File: config.mk
export PLATFORM = sky130hd
export DESIGN_NAME = vend_controller_flat
export DESIGN_NICKNAME = d
export VERILOG_FILES = /design/src/rtl/vend_pkg.sv /design/src/rtl/vend_controller_if.sv /design/src/rtl/vend_coin_decode.sv /design/src/rtl/vend_controller.sv /design/src/flat_wrapper.sv
export SDC_FILE = /design/constraint.sdc
export NUM_CORES = 1
export LEC_CHECK = 0
export BUFFER_PORTS_ARGS = -buffer_cell sky130_fd_sc_hd__buf_2
export CAP_MARGIN = 20
export CORE_ASPECT_RATIO = 0.6
export CORE_UTILIZATION = 50
export DETAILED_ROUTE_END_ITERATION = 7
export GPL_TIMING_DRIVEN = 0
export PLACE_DENSITY = 0.7
export SYNTH_ARGS = -nofsm -noshare
export SYNTH_HDL_FRONTEND = slang
export SYNTH_SLANG_ARGS = --single-unit
export TNS_END_PERCENT = 20
File: constraint.sdc
create_clock -name clk -period 3.8 [get_ports clk]
set_input_delay 0.76 -clock clk [delete_from_list [all_inputs] [get_ports clk]]
set_output_delay 0.76 -clock clk [all_outputs]
set_load 0.02 [all_outputs]
File: src/rtl/vend_pkg.sv
// ============================================================================
// Module : vend_pkg
// Brief  : Shared types and constants for the vending machine controller.
// Rev    : 1.0
// ============================================================================
`default_nettype none

package vend_pkg;

    typedef enum logic [2:0] {
        ST_IDLE     = 3'b000,
        ST_COLLECT  = 3'b001,
        ST_DISPENSE = 3'b010,
        ST_CHANGE   = 3'b011,
        ST_REFUND   = 3'b100
    } state_t;

    localparam int COIN_VAL_W = 5;

    localparam logic [1:0] COIN_NONE    = 2'b00;
    localparam logic [1:0] COIN_NICKEL  = 2'b01;
    localparam logic [1:0] COIN_DIME    = 2'b10;
    localparam logic [1:0] COIN_QUARTER = 2'b11;

    localparam logic [COIN_VAL_W-1:0] VAL_NICKEL  = 5'd5;
    localparam logic [COIN_VAL_W-1:0] VAL_DIME    = 5'd10;
    localparam logic [COIN_VAL_W-1:0] VAL_QUARTER = 5'd25;

    localparam int NICKEL = 5;

endpackage

`default_nettype wire

File: src/rtl/vend_controller_if.sv
// ============================================================================
// Module : vend_controller_if
// Brief  : Front-panel strobes in, machine status and actuator pulses out.
// Rev    : 1.0
// ============================================================================
`default_nettype none

interface vend_controller_if #(
    parameter int CREDIT_W = 8
);
    logic                coin_valid;
    logic [1:0]          coin;
    logic                sel_valid;
    logic [1:0]          sel;
    logic                cancel;
    logic [2:0]          state;
    logic [CREDIT_W-1:0] credit;
    logic                dispense;
    logic [1:0]          item;
    logic                change_nickel;
    logic                coin_reject;
    logic                sel_deny;

    modport master (
        output coin_valid, coin, sel_valid, sel, cancel,
        input  state, credit, dispense, item, change_nickel, coin_reject, sel_deny
    );

    modport slave (
        input  coin_valid, coin, sel_valid, sel, cancel,
        output state, credit, dispense, item, change_nickel, coin_reject, sel_deny
    );
endinterface

`default_nettype wire

File: src/rtl/vend_coin_decode.sv
// ============================================================================
// Module : coin_decode
// Brief  : Combinational coin code to cent value decode with validity flag.
// Rev    : 1.0
// ============================================================================
`default_nettype none

module coin_decode
    import vend_pkg::*;
(
    input  wire logic                  coin_valid,
    input  wire logic [1:0]            coin,
    output logic      [COIN_VAL_W-1:0] value,
    output logic                       valid
);

    always_comb begin
        value = '0;
        valid = 1'b0;
        if (coin_valid) begin
            case (coin)
                COIN_NONE:    ;
                COIN_NICKEL:  begin value = VAL_NICKEL;  valid = 1'b1; end
                COIN_DIME:    begin value = VAL_DIME;    valid = 1'b1; end
                COIN_QUARTER: begin value = VAL_QUARTER; valid = 1'b1; end
                default:      ;
            endcase
        end
    end

endmodule

`default_nettype wire

File: src/rtl/vend_controller.sv
// ============================================================================
// Module : vend_controller
// Brief  : Vending sequencer: credit tracking, dispense and change pulses.
//          Define VEND_CHANGE_EN to return leftover credit after a dispense.
// Rev    : 1.0
// ============================================================================
`default_nettype none

module vend_controller
    import vend_pkg::*;
#(
    parameter int PRICE0     = 25,
    parameter int PRICE1     = 50,
    parameter int PRICE2     = 65,
    parameter int PRICE3     = 100,
    parameter int CREDIT_W   = 8,
    parameter int MAX_CREDIT = 200
) (
    input  wire logic         clk,
    input  wire logic         reset,
    vend_controller_if.slave  bus
);

    localparam int CW1 = CREDIT_W + 1;

    localparam logic [CW1-1:0]      P0        = CW1'(PRICE0);
    localparam logic [CW1-1:0]      P1        = CW1'(PRICE1);
    localparam logic [CW1-1:0]      P2        = CW1'(PRICE2);
    localparam logic [CW1-1:0]      P3        = CW1'(PRICE3);
    localparam logic [CW1-1:0]      MAX_C     = CW1'(MAX_CREDIT);
    localparam logic [CREDIT_W-1:0] NICKEL_C  = CREDIT_W'(NICKEL);

    state_t                state_q, state_d;
    logic [CREDIT_W-1:0]   credit_q, credit_d;
    logic [1:0]            item_q, item_d;
    logic                  reject_q, reject_d;
    logic                  deny_q, deny_d;

    logic [COIN_VAL_W-1:0] coin_value;
    logic                  coin_ok;
    logic [CW1-1:0]        credit_ext;
    logic [CW1-1:0]        credit_sum;
    logic [CW1-1:0]        price_sel;

    coin_decode u_coin_decode (
        .coin_valid (bus.coin_valid),
        .coin       (bus.coin),
        .value      (coin_value),
        .valid      (coin_ok)
    );

    // One extra bit so credit + coin can be compared against the ceiling without wrapping
    assign credit_ext = {1'b0, credit_q};
    assign credit_sum = credit_ext + CW1'(coin_value);

    always_comb begin
        case (bus.sel)
            2'd0:    price_sel = P0;
            2'd1:    price_sel = P1;
            2'd2:    price_sel = P2;
            default: price_sel = P3;
        endcase
    end

    always_ff @(posedge clk or negedge reset) begin
        if (!reset) begin
            state_q  <= ST_IDLE;
            credit_q <= '0;
            item_q   <= 2'd0;
            reject_q <= 1'b0;
            deny_q   <= 1'b0;
        end else begin
            state_q  <= state_d;
            credit_q <= credit_d;
            item_q   <= item_d;
            reject_q <= reject_d;
            deny_q   <= deny_d;
        end
    end

    always_comb begin
        state_d  = state_q;
        credit_d = credit_q;
        item_d   = item_q;
        reject_d = 1'b0;
        deny_d   = 1'b0;
        case (state_q)
            ST_IDLE: begin
                if (coin_ok) begin
                    credit_d = CREDIT_W'(coin_value);
                    state_d  = ST_COLLECT;
                end
                if (bus.sel_valid) deny_d = 1'b1;
            end
            ST_COLLECT: begin
                if (bus.cancel) begin
                    state_d  = ST_REFUND;
                    reject_d = coin_ok;
                end else if (bus.sel_valid) begin
                    reject_d = coin_ok;
                    if (credit_ext >= price_sel) begin
                        credit_d = CREDIT_W'(credit_ext - price_sel);
                        item_d   = bus.sel;
                        state_d  = ST_DISPENSE;
                    end else begin
                        deny_d = 1'b1;
                    end
                end else if (coin_ok) begin
                    if (credit_sum <= MAX_C) credit_d = CREDIT_W'(credit_sum);
                    else                     reject_d = 1'b1;
                end
            end
            ST_DISPENSE: begin
                reject_d = coin_ok;
                if (credit_q != '0) begin
`ifdef VEND_CHANGE_EN
                    state_d = ST_CHANGE;
`else
                    state_d = ST_COLLECT;
`endif
                end else begin
                    state_d = ST_IDLE;
                end
            end
            ST_CHANGE, ST_REFUND: begin
                reject_d = coin_ok;
                if (credit_q != '0) credit_d = credit_q - NICKEL_C;
                // Credit is a multiple of 5, so <= 5 means this edge empties it
                if (credit_q <= NICKEL_C) state_d = ST_IDLE;
            end
            default: begin
                state_d  = ST_IDLE;
                credit_d = '0;
            end
        endcase
    end

    assign bus.state         = state_q;
    assign bus.credit        = credit_q;
    assign bus.item          = item_q;
    assign bus.dispense      = (state_q == ST_DISPENSE);
    assign bus.change_nickel = ((state_q == ST_CHANGE) || (state_q == ST_REFUND)) && (credit_q != '0);
    assign bus.coin_reject   = reject_q;
    assign bus.sel_deny      = deny_q;

endmodule

`default_nettype wire
File: src/flat_wrapper.sv
// flat-port wrapper written by rule: the top's interface ports become plain ports
module vend_controller_flat import vend_pkg::*;
#(
    parameter int PRICE0     = 25,
    parameter int PRICE1     = 50,
    parameter int PRICE2     = 65,
    parameter int PRICE3     = 100,
    parameter int CREDIT_W   = 8,
    parameter int MAX_CREDIT = 200
)
  (clk, reset, bus_coin_valid, bus_coin, bus_sel_valid, bus_sel, bus_cancel, bus_state, bus_credit, bus_dispense, bus_item, bus_change_nickel, bus_coin_reject, bus_sel_deny);
  vend_controller_if #(.CREDIT_W(CREDIT_W)) bus_i ();
  input  wire logic clk;
  input  wire logic reset;
  input wire logic [$bits(bus_i.coin_valid)-1:0] bus_coin_valid;
  input wire logic [$bits(bus_i.coin)-1:0] bus_coin;
  input wire logic [$bits(bus_i.sel_valid)-1:0] bus_sel_valid;
  input wire logic [$bits(bus_i.sel)-1:0] bus_sel;
  input wire logic [$bits(bus_i.cancel)-1:0] bus_cancel;
  output wire logic [$bits(bus_i.state)-1:0] bus_state;
  output wire logic [$bits(bus_i.credit)-1:0] bus_credit;
  output wire logic [$bits(bus_i.dispense)-1:0] bus_dispense;
  output wire logic [$bits(bus_i.item)-1:0] bus_item;
  output wire logic [$bits(bus_i.change_nickel)-1:0] bus_change_nickel;
  output wire logic [$bits(bus_i.coin_reject)-1:0] bus_coin_reject;
  output wire logic [$bits(bus_i.sel_deny)-1:0] bus_sel_deny;
  assign bus_i.coin_valid = bus_coin_valid;
  assign bus_i.coin = bus_coin;
  assign bus_i.sel_valid = bus_sel_valid;
  assign bus_i.sel = bus_sel;
  assign bus_i.cancel = bus_cancel;
  assign bus_state = bus_i.state;
  assign bus_credit = bus_i.credit;
  assign bus_dispense = bus_i.dispense;
  assign bus_item = bus_i.item;
  assign bus_change_nickel = bus_i.change_nickel;
  assign bus_coin_reject = bus_i.coin_reject;
  assign bus_sel_deny = bus_i.sel_deny;
  vend_controller #(.PRICE0(PRICE0), .PRICE1(PRICE1), .PRICE2(PRICE2), .PRICE3(PRICE3), .CREDIT_W(CREDIT_W), .MAX_CREDIT(MAX_CREDIT)) u_core (.clk(clk), .reset(reset), .bus(bus_i));
endmodule
==> results of run 1 <==
[layer usage]
layer  wire, µm  GRT usage  up-vias  share of wire
li1           -          -      856              -
met1       2554     0.4169      809           0.54
met2       1776     0.3826       77           0.37
met3        400    0.06542        2          0.084
met4         17    0.02909        0         0.0036
met5          0          0        -              0
[final timing paths]
kind	slack [ns]	endpoint
setup / recovery	0.26	u_core.bus.credit[3]
hold / removal	0.39	u_core.bus.credit[7]
setup reg to reg	0.48	u_core.bus.credit[3]
hold reg to reg	0.48	u_core.bus.item[1]
max in group asynchronous	3.15	u_core.bus.item[0]
min in group clk	0.48	u_core.bus.item[1]
[cells by family after synthesis]
logic type	count (synthesis)	synth area share
flops	15	0.2117
fa+ha+maj	16	0.1214
simple gates	77	0.2096
buf+inv	22	0.05786
xor+xnor	9	0.04446
compound gates	66	0.2689
mux	12	0.08610
[cells in the mapped netlist, drive strengths merged (3+ instances only)]
cell,instances
nand2,23
nor2,21
o21ai,21
dfrtp,15
ha,14
inv,12
a21oi,8
mux2,8
a211oi,7
nor3,6
xnor2,6
buf,5
clkbuf,5
nand3,5
mux2i,4
nand2b,4
nor2b,4
nor3b,4
o31ai,4
a21o,3
o22ai,3
or3,3
xor2,3
[state kept, by name (all words and copies together) (netlist names)]
signal	flops
u_core.bus.coin_reject	1
u_core.bus.credit	8
u_core.bus.item	2
u_core.bus.sel_deny	1
u_core.bus.state	3
[stage by stage]
stage	hold WS [ns]	cell area, µm²	total power (µW)	instances	worst slack [ns]
global placement	0.4563	1954	1520	287	0.02883
finish	0.3904	2001	1686	291	0.2559
floorplan	0.4644	1773	1238	217	0.5464
global route	0.4158	2001	1821	291	0.1480
detailed placement	0.4669	1954	1522	287	0.04337
CTS	0.3972	2001	1669	291	0.2922
[area by class of cell]
class                      instances  area (µm²)
fill                             322        1323
multi-input combinational        180        1295
sequential                        15       375.4
timing repair buffer              25       125.1
buffer                            10       57.56
tap                               45       56.30
inverter                          12       45.04
clock buffer                       3       41.29
clock inverter                     1       5.005
[worst max-delay path, cell delays in order]
cell and delay, ns:
buf_2 0.14, nand2_1 0.11, inv_1 0.05, ha_1 0.21
fa_1 0.42, a211oi_1 0.32, nor3b_1 0.13, o21ai_1 0.16
xor2_1 0.29, a211oi_2 0.12, o32ai_4 0.62, mux2_4 0.35
[power groups by stage]
stage	combinational, µW	clock, µW	sequential, µW
after global placement	1210	0	305
after floorplan	873	0	365
after global routing	1360	144	316
after detailed placement	1220	0	306
after CTS	1220	141	303
final	1240	138	303
==> run_results.csv, run 1 <==
group,metric,value,unit
detailed_routing,dr.pass1.iters,4,
synthesis,yosys.cell_types.count,53,
detailed_routing,initialDrtViolationCount,103,
synthesis,synth_edf_count,0,
power,p_switching,848.5,µW
detailed_routing,vias,1744,
power,seq_power_share,0.180,
timing,finalSetupViolCount,0,
cells_and_area,fin_util,0.6020,
clocking,cts_buffer_depth,2,
power,pwr-share-comb,0.738,
synthesis,synth_cells,217,
clocking,cts_tree,"yes",
power,leakage,0.0009867,µW
synthesis,synthArstFlopShare,1.000,
cells_and_area,drive_above_1_share,0.1951,
clocking,cts_resized,0,
timing,finalMaxSlewViolations,0,
timing,rsz0062_at_grt,"false",
global_route,gr-total-overflow,0,
synthesis,syn_area,1773,µm²
clocking,path_clk_slew,0.07,ns
clocking,cts_hold_buf,0,
synthesis,synth_top_cell_by_area,"dfrtp_1",
synthesis,synthTopCellsByArea,"dfrtp_1, ha_1, mux2_4",
clocking,cts_root_buffer,"clkbuf_8",
flow_run,maxCapViolations,0,
worst_setup_path,startpoint,"bus_coin[0]",
power,p_int,837.6,µW
die,coreArea,3323,µm²
die,die_width,78.88,µm
clocking,cts_buffers,3,
clocking,post_cts_buffers,0,
worst_setup_path,critical_path_required,3.94,ns
global_route,grt_pass1_wl,7.583,mm
synthesis,avgSynthCellArea,8.170,µm²
power,power_density,842.8,nW/µm²
timing,period_minus_slack,3.544,ns
timing,worstMarginPinSlew,0.6369,ns
cells_and_area,fin_nets,272,
synthesis,synth_warnings,0,
detailed_routing,wl_per_cell,16.32,µm
synthesis,synth_ff_type,"dfrtp_1",
power,swShare,0.5032,
worst_setup_path,cp.arrival,3.68,ns
die,start_util,0.5335,
worst_setup_path,setup.worst_path.class,"input port to flip-flop",
power,p_clk_frac,0.082,
clocking,cts_max_level,1,
clocking,insertion_delay,0.26,ns
synthesis,yosysSeqAreaShare,0.2117,
placement,globalplace.congestion,0.9207,
detailed_routing,drt-total-wl,4.749,mm
worst_setup_path,crit_fanout,8,
die,die_area,3796,µm²
timing,fmax,282.2,MHz
worst_setup_path,end_kind,"flip-flop",
timing,hold_viol_final,0,
global_route,grt_start_max_net_pins,16,
die,ios,26,
placement,dp_hpwl,3.711,mm
global_route,track_usage,0.2689,
worst_setup_path,r2r_start,"u_core.bus.credit[0]",
die,die_h,48.13,µm
global_route,antenna_found_initial,0,
timing,post-route-period-util,0.9327,
detailed_routing,viasPerCell,5.993,
min_path,hold_class,"input port to asynchronous set/reset pin",
detailed_routing,drc,0,
timing,clock_skew,0.01154,ns
detailed_routing,antenna_left,0,
cells_and_area,synthToLayoutAreaGrowth,12.84,%
cells_and_area,final_common_cell,"buf_2",
synthesis,synthesis.nets,242,
worst_setup_path,cp-start-kind,"input port",
timing,finalSetupTns,0,ns
run_status,status,"complete, no violations",
cells_and_area,antenna_cells,0,
placement,portBuffers,25,
synthesis,ys_ff_latch,15,
timing,timing.slew.headroom,0.5754,
worst_setup_path,r2r_cells,11,
die,num_rows,16,
cells_and_area,layout_common_cells,"buf_2, nand2_1, nor2_1",
power,vdd_drop_max,0.0003648,V
synthesis,yosys.area.top_type_share,0.2117,
clocking,cts.sinks,15,
global_route,first_global_vias,1490,
No activity file was read; power rests on OpenSTA's default activity.
==> run 2, diff against run 1 <==
PLACE_DENSITY = default   (was 0.7)
PLACE_DENSITY_LB_ADDON = 0.12   (was default)
==> run_results.csv, run 2 (synthesized netlist as in run 1, its figures left out) <==
group,metric,value,unit
run_status,status,"complete, no violations",
detailed_routing,initialDrtViolationCount,148,
power,leakage,0.0009867,µW
detailed_routing,vias,1738,
timing,finalSetupTns,0,ns
cells_and_area,final_area,2001,µm²
detailed_routing,dr.pass1.iters,4,
die,num_rows,16,
clocking,path_clk_slew,0.07,ns
placement,portBuffers,25,
global_route,grt_pass1_wl,7.576,mm
power,seq_power_share,0.180,
clocking,cts_root_buffer,"clkbuf_8",
power,p_clk_frac,0.083,
clocking,post_cts_buffers,0,
timing,period_minus_slack,3.518,ns
placement,dpl_cell_area,1954,µm²
clocking,cts_max_level,1,
clocking,cts_tree,"yes",
timing,fmax,284.2,MHz
die,ios,26,
clocking,cts.sinks,15,
worst_setup_path,critical_path_required,3.94,ns
timing,worstMarginPinSlew,0.6186,ns
cells_and_area,antenna_cells,0,
detailed_routing,antenna_left,0,
cells_and_area,drive_above_1_share,0.1951,
worst_setup_path,crit_fanout,8,
cells_and_area,final_common_cell,"buf_2",
die,coreArea,3323,µm²
global_route,antenna_found_initial,0,
timing,rsz0062_at_grt,"false",
clocking,cts_buffers,3,
power,p_int,837.3,µW
global_route,track_usage,0.2741,
global_route,grt_start_max_net_pins,16,
clocking,cts_resized,0,
detailed_routing,wl_per_cell,16.64,µm
cells_and_area,layout_common_cells,"buf_2, nand2_1, nor2_1",
power,p_switching,851.3,µW
worst_setup_path,cp-start-kind,"input port",
worst_setup_path,setup.worst_path.class,"input port to flip-flop",
cells_and_area,num-fill-cells,329,
clocking,insertion_delay,0.26,ns
timing,post-route-period-util,0.9259,
detailed_routing,drt-total-wl,4.843,mm
detailed_routing,drc,0,
cells_and_area,fin_nets,272,
clocking,cts_buffer_depth,2,
worst_setup_path,end_kind,"flip-flop",
global_route,first_global_vias,1430,
global_route,gr-total-overflow,0,
die,start_util,0.5335,
placement,globalplace.congestion,0.9127,
cells_and_area,largest_register_ffs,8,
min_path,hold_class,"input port to asynchronous set/reset pin",
timing,finalSetupViolCount,0,
clocking,cts_hold_buf,0,
flow_run,maxCapViolations,0,
power,pwr-share-comb,0.737,
detailed_routing,viasPerCell,5.973,
cells_and_area,synthToLayoutAreaGrowth,12.84,%
die,die_h,48.13,µm
die,die_width,78.88,µm
timing,timing.slew.headroom,0.5876,
power,vdd_drop_max,0.0004330,V
die,die_area,3796,µm²
worst_setup_path,cp.arrival,3.66,ns
power,power_density,844.0,nW/µm²
timing,clock_skew,0.006454,ns
timing,finalMaxSlewViolations,0,
placement,dp_hpwl,3.877,mm
timing,hold_viol_final,0,
power,swShare,0.5041,
run 2: cell counts in the layout (fill, tap and decap cells not counted):
Identical to the previous run, type by type.
run 2: path summary, 6_finish.rpt:
path	end	slack, ns	startpoint	depth (start not counted)
max	u_core.bus.credit[6]	0.28	bus_coin[0]	12
min	u_core.bus.credit[4]	0.40	reset	1
max reg2reg	u_core.bus.credit[6]	0.45	u_core.bus.credit[0]	11
min reg2reg	u_core.bus.item[1]	0.47	u_core.bus.item[1]	2
max in group asynchronous	u_core.bus.credit[7]	3.13	reset	1
min in group clk	u_core.bus.item[1]	0.47	u_core.bus.item[1]	2
run 2: through the flow:
stage	util	hold slack (ns)	setup slack [ns]	std cells	total power [µW]
floorplan	-	0.4644	0.5464	217	1238
global placement	0.5881	0.4585	0.03817	287	1516
detailed placement	0.5881	0.4650	0.04229	287	1527
CTS	0.6020	0.4075	0.2933	291	1676
global route	0.6020	0.4345	0.1069	291	1828
finish	0.6020	0.4028	0.2816	291	1689
run 2: layout make-up:
class,instances,area [µm²],share of cell area
clock inverters,1,5.005,0.002502
repair buffers,25,125.1,0.06254
inverters,12,45.04,0.02251
multi-input cells,180,1295,0.6473
well taps,45,56.30,0.02814
plain buffers,10,57.56,0.02877
flip-flops and latches,15,375.4,0.1876
clock buffers,3,41.29,0.02064
run 2: power groups by stage:
stage	registers [µW]	logic [µW]	clock network [µW]
5_1_grt	314	1370	145
2_1_floorplan	365	873	0
3_5_place_dp	308	1220	0
4_1_cts	305	1230	144
6_report	304	1240	140
3_3_place_gp	305	1210	0
run 2: per-layer routing:
metal / wire length [µm] / global-route usage / up-vias
met4: 23 / 0.04364 / 0
met3: 353 / 0.03925 / 3
li1: - / - / 854
met2: 1848 / 0.3861 / 73
met1: 2618 / 0.4392 / 808
met5: 0 / 0 / -
run 2: critical path: stages:
cell      delay (ns)
buf_2           0.14
nand2_1         0.11
inv_1           0.05
ha_1            0.21
fa_1            0.41
a211oi_1        0.29
nor3b_1         0.13
o21ai_1         0.16
xor2_1          0.31
a211oi_2        0.12
o32ai_4         0.61
mux2_4          0.35
